**config.mk**
```make
export PLATFORM = sky130hd
export DESIGN_NAME = pll_cfg_seq
export DESIGN_NICKNAME = d
export VERILOG_FILES = /design/src/rtl/pll_cfg_seq.sv
export SDC_FILE = /design/constraint.sdc
export NUM_CORES = 1
export LEC_CHECK = 0
export ABC_CLOCK_PERIOD_IN_PS = 2500
export CAP_MARGIN = 20
export CORE_MARGIN = 2
export CORE_UTILIZATION = 52
export CTS_BUF_LIST = sky130_fd_sc_hd__clkbuf_4
export DETAILED_ROUTE_END_ITERATION = 10
export GPL_TIMING_DRIVEN = 0
export PLACE_DENSITY_LB_ADDON = 0.1
export SKIP_LAST_GASP = 1
export SLEW_MARGIN = 5
export SYNTH_ARGS = -nofsm -noshare
export SYNTH_HDL_FRONTEND = slang
export SYNTH_SLANG_ARGS = --single-unit
```
**constraint.sdc**
```tcl
create_clock -name CLK -period 2.5 [get_ports CLK]
set_clock_uncertainty 0.05 [all_clocks]
set_input_delay 0.5 -clock CLK [delete_from_list [all_inputs] [get_ports CLK]]
set_output_delay 0.5 -clock CLK [all_outputs]
set_load 0.01 [all_outputs]
```
**src/rtl/pll_cfg_seq.sv**
```systemverilog
// -----------------------------------------------------------------------------
// pll_cfg_seq
//
// PLL reconfiguration sequencer in the CLK domain. It accepts one request at
// a time over a valid/ready handshake and drives the PLL_ADDR/PLL_CHG pair of
// the downstream PLL control stage with exactly one change strobe per request.
// After the strobe it ignores lock for a hold-off window, then waits until the
// synchronized lock has been high for STABLE consecutive cycles before it
// reports completion. A request for the address that is already active is
// skipped: it completes at once and does not touch the PLL.
//
// Optional feature macro: PLL_CFG_TIMEOUT_EN
//   defined   - a WAIT_LOCK cycle counter aborts after TIMEOUT cycles, sets the
//               sticky ERR flag and invalidates the active address
//   undefined - no timeout, ERR is tied low, WAIT_LOCK waits indefinitely
//
// Parameters
//   HOLDOFF  cycles after PLL_CHG during which lock is ignored (1..2^CW-1)
//   STABLE   consecutive lock-high cycles required for completion (1..2^CW-1)
//   TIMEOUT  maximum WAIT_LOCK cycles before error (1..2^CW-1)
//   CW       width of the internal counters
//
// Ports
//   CLK        in   system clock, also the PLL DRP clock
//   RSTXO      in   asynchronous active-low reset
//   REQ_VALID  in   request present
//   REQ_ADDR   in   [7:0] requested PLL configuration address
//   REQ_READY  out  high only in IDLE (decoded from state)
//   LOCK_IN    in   raw PLL lock, asynchronous to CLK
//   PLL_ADDR   out  [7:0] registered address to PLL control
//   PLL_CHG    out  registered one-cycle change strobe
//   BUSY       out  high in every state except IDLE
//   DONE       out  one-cycle completion pulse
//   ERR        out  sticky lock-timeout flag
//   CUR_ADDR   out  [7:0] last successfully applied address
// -----------------------------------------------------------------------------
module pll_cfg_seq #(
   parameter int HOLDOFF = 64,
   parameter int STABLE  = 16,
   parameter int TIMEOUT = 65535,
   parameter int CW      = 16
) (
   input  logic       CLK,
   input  logic       RSTXO,
   input  logic       REQ_VALID,
   input  logic [7:0] REQ_ADDR,
   output logic       REQ_READY,
   input  logic       LOCK_IN,
   output logic [7:0] PLL_ADDR,
   output logic       PLL_CHG,
   output logic       BUSY,
   output logic       DONE,
   output logic       ERR,
   output logic [7:0] CUR_ADDR
);

   typedef enum logic [2:0] {
      S_IDLE  = 3'd0,
      S_ISSUE = 3'd1,
      S_HOLD  = 3'd2,
      S_WAIT  = 3'd3,
      S_DONE  = 3'd4
   } state_t;

   localparam logic [CW-1:0] ONE_C     = {{(CW-1){1'b0}}, 1'b1};
   // HOLD is entered with HOLDOFF-1 and left when the counter reads zero,
   // which gives exactly HOLDOFF cycles in that state.
   localparam logic [CW-1:0] HOLD_LOAD = CW'(HOLDOFF - 1);
   localparam logic [CW-1:0] STABLE_C  = CW'(STABLE);

   // Zero or out-of-range parameters would make a window vanish or wrap.
   if (HOLDOFF < 1 || STABLE < 1 || TIMEOUT < 1 || CW < 2 || CW > 30 ||
       HOLDOFF > (2**CW) - 1 || STABLE > (2**CW) - 1 ||
       TIMEOUT > (2**CW) - 1) begin : g_bad_param
      $error("pll_cfg_seq: illegal parameter value");
   end

   // Saturating increment: counters stop at all-ones instead of wrapping.
   function automatic logic [CW-1:0] sat_inc(input logic [CW-1:0] v);
      if (&v) begin
         return v;
      end else begin
         return v + ONE_C;
      end
   endfunction

   state_t        r_state;
   state_t        w_state_nxt;
   logic [CW-1:0] r_cnt;        // hold-off down-counter, then stable up-counter
   logic [CW-1:0] w_cnt_nxt;
   logic [CW-1:0] w_stable_inc;
   logic          r_lock_meta;
   logic          r_lock_s;
   logic [7:0]    r_pll_addr;
   logic          r_pll_chg;
   logic          r_busy;
   logic          r_done;
   logic [7:0]    r_cur_addr;
   logic          r_cur_valid;
   logic          w_capture;    // non-skip acceptance this cycle
   logic          w_complete;   // lock stable, address becomes active
   logic          w_timeout;    // WAIT_LOCK gave up

`ifdef PLL_CFG_TIMEOUT_EN
   localparam logic [CW-1:0] TMO_C = CW'(TIMEOUT);
   logic [CW-1:0] r_tmo;
   logic [CW-1:0] w_tmo_nxt;
   logic [CW-1:0] w_tmo_inc;
   logic          r_err;
   assign w_tmo_inc = sat_inc(r_tmo);
`endif

   assign w_stable_inc = sat_inc(r_cnt);

   // Next-state, counter and event decode for the sequencer FSM.
   always_comb begin
      w_state_nxt = r_state;
      w_cnt_nxt   = r_cnt;
      w_capture   = 1'b0;
      w_complete  = 1'b0;
      w_timeout   = 1'b0;
`ifdef PLL_CFG_TIMEOUT_EN
      w_tmo_nxt   = r_tmo;
`endif
      case (r_state)
         S_IDLE: begin
            if (REQ_VALID) begin
               if (r_cur_valid && (REQ_ADDR == r_cur_addr)) begin
                  // Already active: report completion without a PLL write.
                  w_state_nxt = S_DONE;
               end else begin
                  w_capture   = 1'b1;
                  w_state_nxt = S_ISSUE;
               end
            end else begin
               w_state_nxt = S_IDLE;
            end
         end
         S_ISSUE: begin
            w_state_nxt = S_HOLD;
            w_cnt_nxt   = HOLD_LOAD;
         end
         S_HOLD: begin
            if (r_cnt == '0) begin
               w_state_nxt = S_WAIT;
               w_cnt_nxt   = '0;
`ifdef PLL_CFG_TIMEOUT_EN
               w_tmo_nxt   = '0;
`endif
            end else begin
               w_cnt_nxt = r_cnt - ONE_C;
            end
         end
         S_WAIT: begin
            // Any low cycle restarts the run of consecutive lock-high cycles.
            if (r_lock_s) begin
               w_cnt_nxt = w_stable_inc;
               if (w_stable_inc == STABLE_C) begin
                  w_complete  = 1'b1;
                  w_state_nxt = S_DONE;
               end else begin
                  w_state_nxt = S_WAIT;
               end
            end else begin
               w_cnt_nxt = '0;
            end
`ifdef PLL_CFG_TIMEOUT_EN
            // Lock reaching stability in the final allowed cycle still wins.
            w_tmo_nxt = w_tmo_inc;
            if (!w_complete && (w_tmo_inc == TMO_C)) begin
               w_timeout   = 1'b1;
               w_state_nxt = S_DONE;
            end else begin
               w_timeout   = 1'b0;
            end
`endif
         end
         S_DONE: begin
            w_state_nxt = S_IDLE;
         end
         default: begin
            w_state_nxt = S_IDLE;
            w_cnt_nxt   = '0;
         end
      endcase
   end

   // State and shared counter registers.
   always_ff @(posedge CLK or negedge RSTXO) begin
      if (!RSTXO) begin
         r_state <= S_IDLE;
         r_cnt   <= '0;
      end else begin
         r_state <= w_state_nxt;
         r_cnt   <= w_cnt_nxt;
      end
   end

   // Two-flop synchronizer for the asynchronous PLL lock.
   always_ff @(posedge CLK or negedge RSTXO) begin
      if (!RSTXO) begin
         r_lock_meta <= 1'b0;
         r_lock_s    <= 1'b0;
      end else begin
         r_lock_meta <= LOCK_IN;
         r_lock_s    <= r_lock_meta;
      end
   end

   // Registered outputs, decoded from the next state so they line up with it.
   always_ff @(posedge CLK or negedge RSTXO) begin
      if (!RSTXO) begin
         r_pll_addr  <= 8'h00;
         r_pll_chg   <= 1'b0;
         r_busy      <= 1'b0;
         r_done      <= 1'b0;
         r_cur_addr  <= 8'h00;
         r_cur_valid <= 1'b0;
      end else begin
         r_pll_chg <= w_capture;
         r_busy    <= (w_state_nxt != S_IDLE);
         r_done    <= (w_state_nxt == S_DONE);
         if (w_capture) begin
            r_pll_addr <= REQ_ADDR;
         end
         if (w_complete) begin
            r_cur_addr  <= r_pll_addr;
            r_cur_valid <= 1'b1;
         end else if (w_timeout) begin
            // Force a retry of the same address to reprogram the PLL.
            r_cur_valid <= 1'b0;
         end
      end
   end

`ifdef PLL_CFG_TIMEOUT_EN
   // Timeout counter and sticky error flag.
   always_ff @(posedge CLK or negedge RSTXO) begin
      if (!RSTXO) begin
         r_tmo <= '0;
         r_err <= 1'b0;
      end else begin
         r_tmo <= w_tmo_nxt;
         if (w_capture) begin
            r_err <= 1'b0;
         end else if (w_timeout) begin
            r_err <= 1'b1;
         end
      end
   end
   assign ERR = r_err;
`else
   assign ERR = 1'b0;
`endif

   assign REQ_READY = (r_state == S_IDLE);
   assign PLL_ADDR  = r_pll_addr;
   assign PLL_CHG   = r_pll_chg;
   assign BUSY      = r_busy;
   assign DONE      = r_done;
   assign CUR_ADDR  = r_cur_addr;

endmodule
```
==> impl_results.html <==
<table>
<tr><th>Metric</th><th>Value</th></tr>
<tr><th colspan="2">Status</th></tr>
<tr><td>Run status</td><td>finished with violations</td></tr>
<tr><td>Violations in the final reports</td><td>setup timing</td></tr>
<tr><th colspan="2">STA</th></tr>
<tr><td>Worst Tran Pin Value</td><td>0.7753 ns</td></tr>
<tr><td>Count of final max-slew check failures</td><td>0</td></tr>
<tr><td>Headroom to the max-slew limit</td><td>47.92%</td></tr>
<tr><td>Highest Clock Rate</td><td>360.4 MHz</td></tr>
<tr><td>Setup TNS</td><td>-2.985 ns</td></tr>
<tr><td>Part of the cycle the worst path needs</td><td>111.0%</td></tr>
<tr><td>Final Setup Violations</td><td>20</td></tr>
<tr><td>Final worst-path setup slack</td><td>-0.2746 ns</td></tr>
<tr><td>Final-report hold violation count</td><td>0</td></tr>
<tr><td>RSZ-0062 raised after global routing</td><td>yes</td></tr>
<tr><td>Min cycle time layout</td><td>2.775 ns</td></tr>
<tr><th colspan="2">Worst setup path</th></tr>
<tr><td>Biggest cell delay along the critical path</td><td>0.51 ns</td></tr>
<tr><td>Critical path capture point type</td><td>register</td></tr>
<tr><td>Launch point of the critical path</td><td>r_cnt[5]</td></tr>
<tr><td>End of the worst register-to-register path</td><td>r_cnt[13]</td></tr>
<tr><td>Critical Path, Cell by Cell</td><td>buf_4, nor3_1, nand4b_1, o311ai_4, buf_4, buf_6, buf_4, nor3_1, nor2_1, o21ai_0</td></tr>
<tr><td>Capture point of the critical path</td><td>r_cnt[13]</td></tr>
<tr><td>CP Depth</td><td>10</td></tr>
<tr><td>Critical Path Slowest Stage Cell</td><td>nor3_1</td></tr>
<tr><td>Biggest fanout along the worst timing path</td><td>9</td></tr>
<tr><td>Dominant cell type by count on the critical path</td><td>buf_4</td></tr>
<tr><td>Kind of launch point of the worst setup path</td><td>register</td></tr>
<tr><td>Register-to-Register Setup Slack</td><td>-0.27 ns</td></tr>
<tr><td>Number of buffer and inverter stages on the critical path</td><td>4</td></tr>
<tr><td>Crit Reg-Reg Startpoint</td><td>r_cnt[5]</td></tr>
<tr><td>WP data arrival</td><td>2.96 ns</td></tr>
<tr><td>Crit path max-delay family</td><td>simple AND/OR/NAND/NOR gates</td></tr>
<tr><td>Crit Path Class</td><td>reg2reg</td></tr>
<tr><td>Required time worst endpoint</td><td>approximately 2.7 ns</td></tr>
<tr><td>FF-to-FF path depth</td><td>10</td></tr>
<tr><th colspan="2">Logic synthesis</th></tr>
<tr><td>Most instantiated flip-flop cell in the synthesis netlist</td><td>dfrtp_1</td></tr>
<tr><td>Count of different cell masters after synthesis</td><td>57</td></tr>
<tr><td>Cell accounting for the most synthesized area</td><td>dfrtp_1</td></tr>
<tr><td>Number of standard cells after synthesis</td><td>286</td></tr>
<tr><td>Async SR Flop Fraction</td><td>100.0%</td></tr>
<tr><td>Number of flip-flops and latches in the synthesized netlist</td><td>41</td></tr>
<tr><td>Cells taking the most area after synthesis</td><td>dfrtp_1 39%, mux2_2 6.9%, a21oi_1 3.5%, nor2_1 3.3%, xor2_1 3.0%</td></tr>
<tr><td>Number of synthesized flops with an enable pin</td><td>0</td></tr>
<tr><td>Syn Std Cell Area</td><td>0.002609 mm2</td></tr>
<tr><td>Synth warn</td><td>0</td></tr>
<tr><td>Number of nets produced by synthesis</td><td>300</td></tr>
<tr><td>Avg Synthesized Cell Area</td><td>9.122 um2</td></tr>
<tr><td>Sequential-to-total area share from yosys stat</td><td>39.33%</td></tr>
<tr><td>Portion of synthesized cell area occupied by the leading cell type</td><td>39.33%</td></tr>
<tr><th colspan="2">Layout</th></tr>
<tr><td>Most common cell after layout, fill and taps aside</td><td>buf_4</td></tr>
<tr><td>Proportion of layout cells with a drive suffix above 1</td><td>between 30% and 40%</td></tr>
<tr><td>Diodes inserted</td><td>0</td></tr>
<tr><td>Area growth, synth to finish</td><td>51.22%</td></tr>
<tr><td>Number of standard cells in the layout, taps in and fillers out</td><td>440</td></tr>
<tr><td>Most frequent cells in the layout</td><td>44 x buf_4, 36 x dfrtp_1, 30 x clkdlybuf4s50_1</td></tr>
<tr><td>Number of fill cells in the layout</td><td>roughly 290</td></tr>
<tr><td>Nets@finish</td><td>386</td></tr>
<tr><th colspan="2">Floorplanning</th></tr>
<tr><td>Ports placed on the boundary</td><td>33</td></tr>
<tr><td>Vertical die dimension</td><td>74.83 um</td></tr>
<tr><td>Overall die area</td><td>0.005600 mm2</td></tr>
<tr><td>FP Rows</td><td>25</td></tr>
<tr><td>Starting density of the core</td><td>54.51%</td></tr>
<tr><td>Width of the die</td><td>approximately 75 um</td></tr>
<tr><td>Core Area</td><td>0.004786 mm2</td></tr>
<tr><th colspan="2">Route</th></tr>
<tr><td>Wire length per cell after detailed routing</td><td>21.66 um</td></tr>
<tr><td>Number of DRC markers after the initial detailed-route iteration</td><td>approximately 560</td></tr>
<tr><td>Vias per inst</td><td>6.820</td></tr>
<tr><td>Wire length reported by the detailed router</td><td>9532 um</td></tr>
<tr><td>Via total after detailed routing</td><td>roughly 3000</td></tr>
<tr><td>First-pass DRT Iterations</td><td>7</td></tr>
<tr><td>Remaining antenna violation count after routing</td><td>0</td></tr>
<tr><td>DRC violations left</td><td>0</td></tr>
<tr><th colspan="2">Global routing</th></tr>
<tr><td>First-pass GRT wire length</td><td>13080 um</td></tr>
<tr><td>Remaining Overflow, GRT</td><td>0</td></tr>
<tr><td>Largest net degree at the start of global routing</td><td>39</td></tr>
<tr><td>Vias in the first global route</td><td>2590</td></tr>
<tr><td>Gr usage total</td><td>31.49%</td></tr>
<tr><td>Number of antenna violations at the first check in global routing</td><td>0</td></tr>
<tr><th colspan="2">Worst hold path</th></tr>
<tr><td>Number of cells traversed by the worst hold path</td><td>0</td></tr>
<tr><td>Worst min path class</td><td>reg2reg</td></tr>
<tr><th colspan="2">CTS</th></tr>
<tr><td>Cell at the root of the clock tree</td><td>clkbuf_4</td></tr>
<tr><td>Clock buffer count from CTS</td><td>5</td></tr>
<tr><td>Clk pin slew, worst setup/hold paths</td><td>0.13 ns</td></tr>
<tr><td>Maximum buffer depth of the clock tree</td><td>2</td></tr>
<tr><td>Count of H-tree levels built during CTS</td><td>2</td></tr>
<tr><td>Number of sinks driven by the clock tree</td><td>41</td></tr>
<tr><td>Worst skew pair latency</td><td>between 0.3 and 0.4 ns</td></tr>
<tr><td>Clock tree from TritonCTS</td><td>done</td></tr>
<tr><th colspan="2">Job</th></tr>
<tr><td>Reported max-cap violation count</td><td>0</td></tr>
<tr><th colspan="2">Pwr</th></tr>
<tr><td>Power density of the placed cells</td><td>1028 mW/mm2</td></tr>
<tr><td>VDD IR-drop max</td><td>0.6692 mV</td></tr>
<tr><td>Total Power Consumption</td><td>4.057 mW</td></tr>
<tr><td>Leakage power summed over all cells</td><td>between 1.5 and 2 nW</td></tr>
<tr><th colspan="2">Placement</th></tr>
<tr><td>Number of placed instances with taps included</td><td>385</td></tr>
<tr><td>Total half-perimeter wirelength after legalization and detailed placement</td><td>5088 um</td></tr>
<tr><td>Number of buffers inserted by port buffering</td><td>31</td></tr>
<tr><td>Final RePlAce weighted congestion</td><td>0.9495</td></tr>
</table>
==> routing by layer <==
| metal | part of all wire [%] | up-vias | track usage [%] |
|---|---|---|---|
| li1 | - | 1259 | - |
| met1 | 39 | 1416 | 43.46 |
| met2 | 46 | 253 | 46.39 |
| met3 | 9.4 | 73 | 8.300 |
| met4 | 5.6 | 0 | 14.29 |
| met5 | 0 | - | 0 |
==> worst min path at each step <==
stage | startpoint | endpoint
4_1_cts | r_lock_meta | r_lock_s
6_report | r_lock_meta | r_lock_s
5_1_grt | r_lock_meta | r_lock_s
3_3_place_gp | r_lock_meta | r_lock_s
3_5_place_dp | RSTXO | PLL_ADDR[6]
2_1_floorplan | RSTXO | BUSY
==> Yosys cell counts (all sizes together), types with 6 or more instances <==
master and instances:
a31oi 7, nand3 8, mux2 16, xor2 9, nor2 23, nand2 19
dfrtp 41, clkbuf 12, a21oi 18, o21ai 12, nor4 10, nor3 13
nand4 9, xnor2 8, buf 6, inv 7
==> worst reg2reg max path, cell delays in order, from the launching register on <==
cell	delay (ns)
dfrtp_1	0.38
buf_4	0.17
nor3_1	0.51
nand4b_1	0.38
o311ai_4	0.37
buf_4	0.18
buf_6	0.12
buf_4	0.13
nor3_1	0.05
nor2_1	0.15
o21ai_0	0.16
==> flip-flops by register name (all words and copies together), names as in the netlist <==
signal	count
r_state	3
DONE	1
BUSY	1
r_cur_valid	1
PLL_ADDR	8
r_lock_s	1
r_lock_meta	1
PLL_CHG	1
r_cnt	16
CUR_ADDR	8
==> repair_timing <==
action / in CTS / in global routing
buffers inserted: 33 / 16
setup endpoints to repair: 30 / 25
hold buffers: 1 / 0
hold endpoints to repair: 3 / 0
cloned: 1 / 0
resized for setup: 44 / 33
pin swaps: 14 / 17
==> stage by stage <==
stage	instance area (um2)	hold WS (ns)	setup WS, ns	util (%)
final	3945	0.3179	-0.2746	82.43
after CTS	3722	0.3165	-0.02358	77.78
after global placement	3118	0.2822	-0.8002	65.15
after detailed placement	3133	0.2725	-0.8594	65.46
after global routing	3945	0.3346	-0.3668	82.43
after floorplan	2724	0.1544	-0.03909	-
==> cell families after synthesis <==
| group | after synthesis | synth area share (%) |
|---|---|---|
| DFF | 41 | 39.33 |
| muxes | 17 | 7.290 |
| adders and majority gates | 2 | 0.9591 |
| AOI/OAI and AO/OA | 73 | 18.99 |
| other | 1 | 0.1437 |
| and+or+nand+nor | 110 | 23.45 |
| buffers and inverters | 25 | 4.125 |
| xor gates and xnor gates | 17 | 5.708 |
==> area by class of cell <==
class                           instances  area [um2]  area share (%)
Buffer                                 15       116.4           2.950
Clock inverter                          2       38.79          0.9832
Timing Repair Buffer                   82       755.7           19.16
Tap cell                               67       83.83           2.125
Inverter                                7       26.28          0.6660
Multi-Input combinational cell        220        1847           46.81
Sequential cell                        41        1032           26.17
Clock buffer                            6       45.04           1.142
==> power breakdown <==
part	total [mW]	internal (mW)	switching [mW]	leakage, nW
Combinational	2.52	1.19	1.33	1.08
Clock	0.473	0.224	0.249	0.0459
Sequential	1.06	0.864	0.195	0.521
Total	4.06	2.28	1.78	1.65
Note: power is estimated with default switching activity, not from simulation.
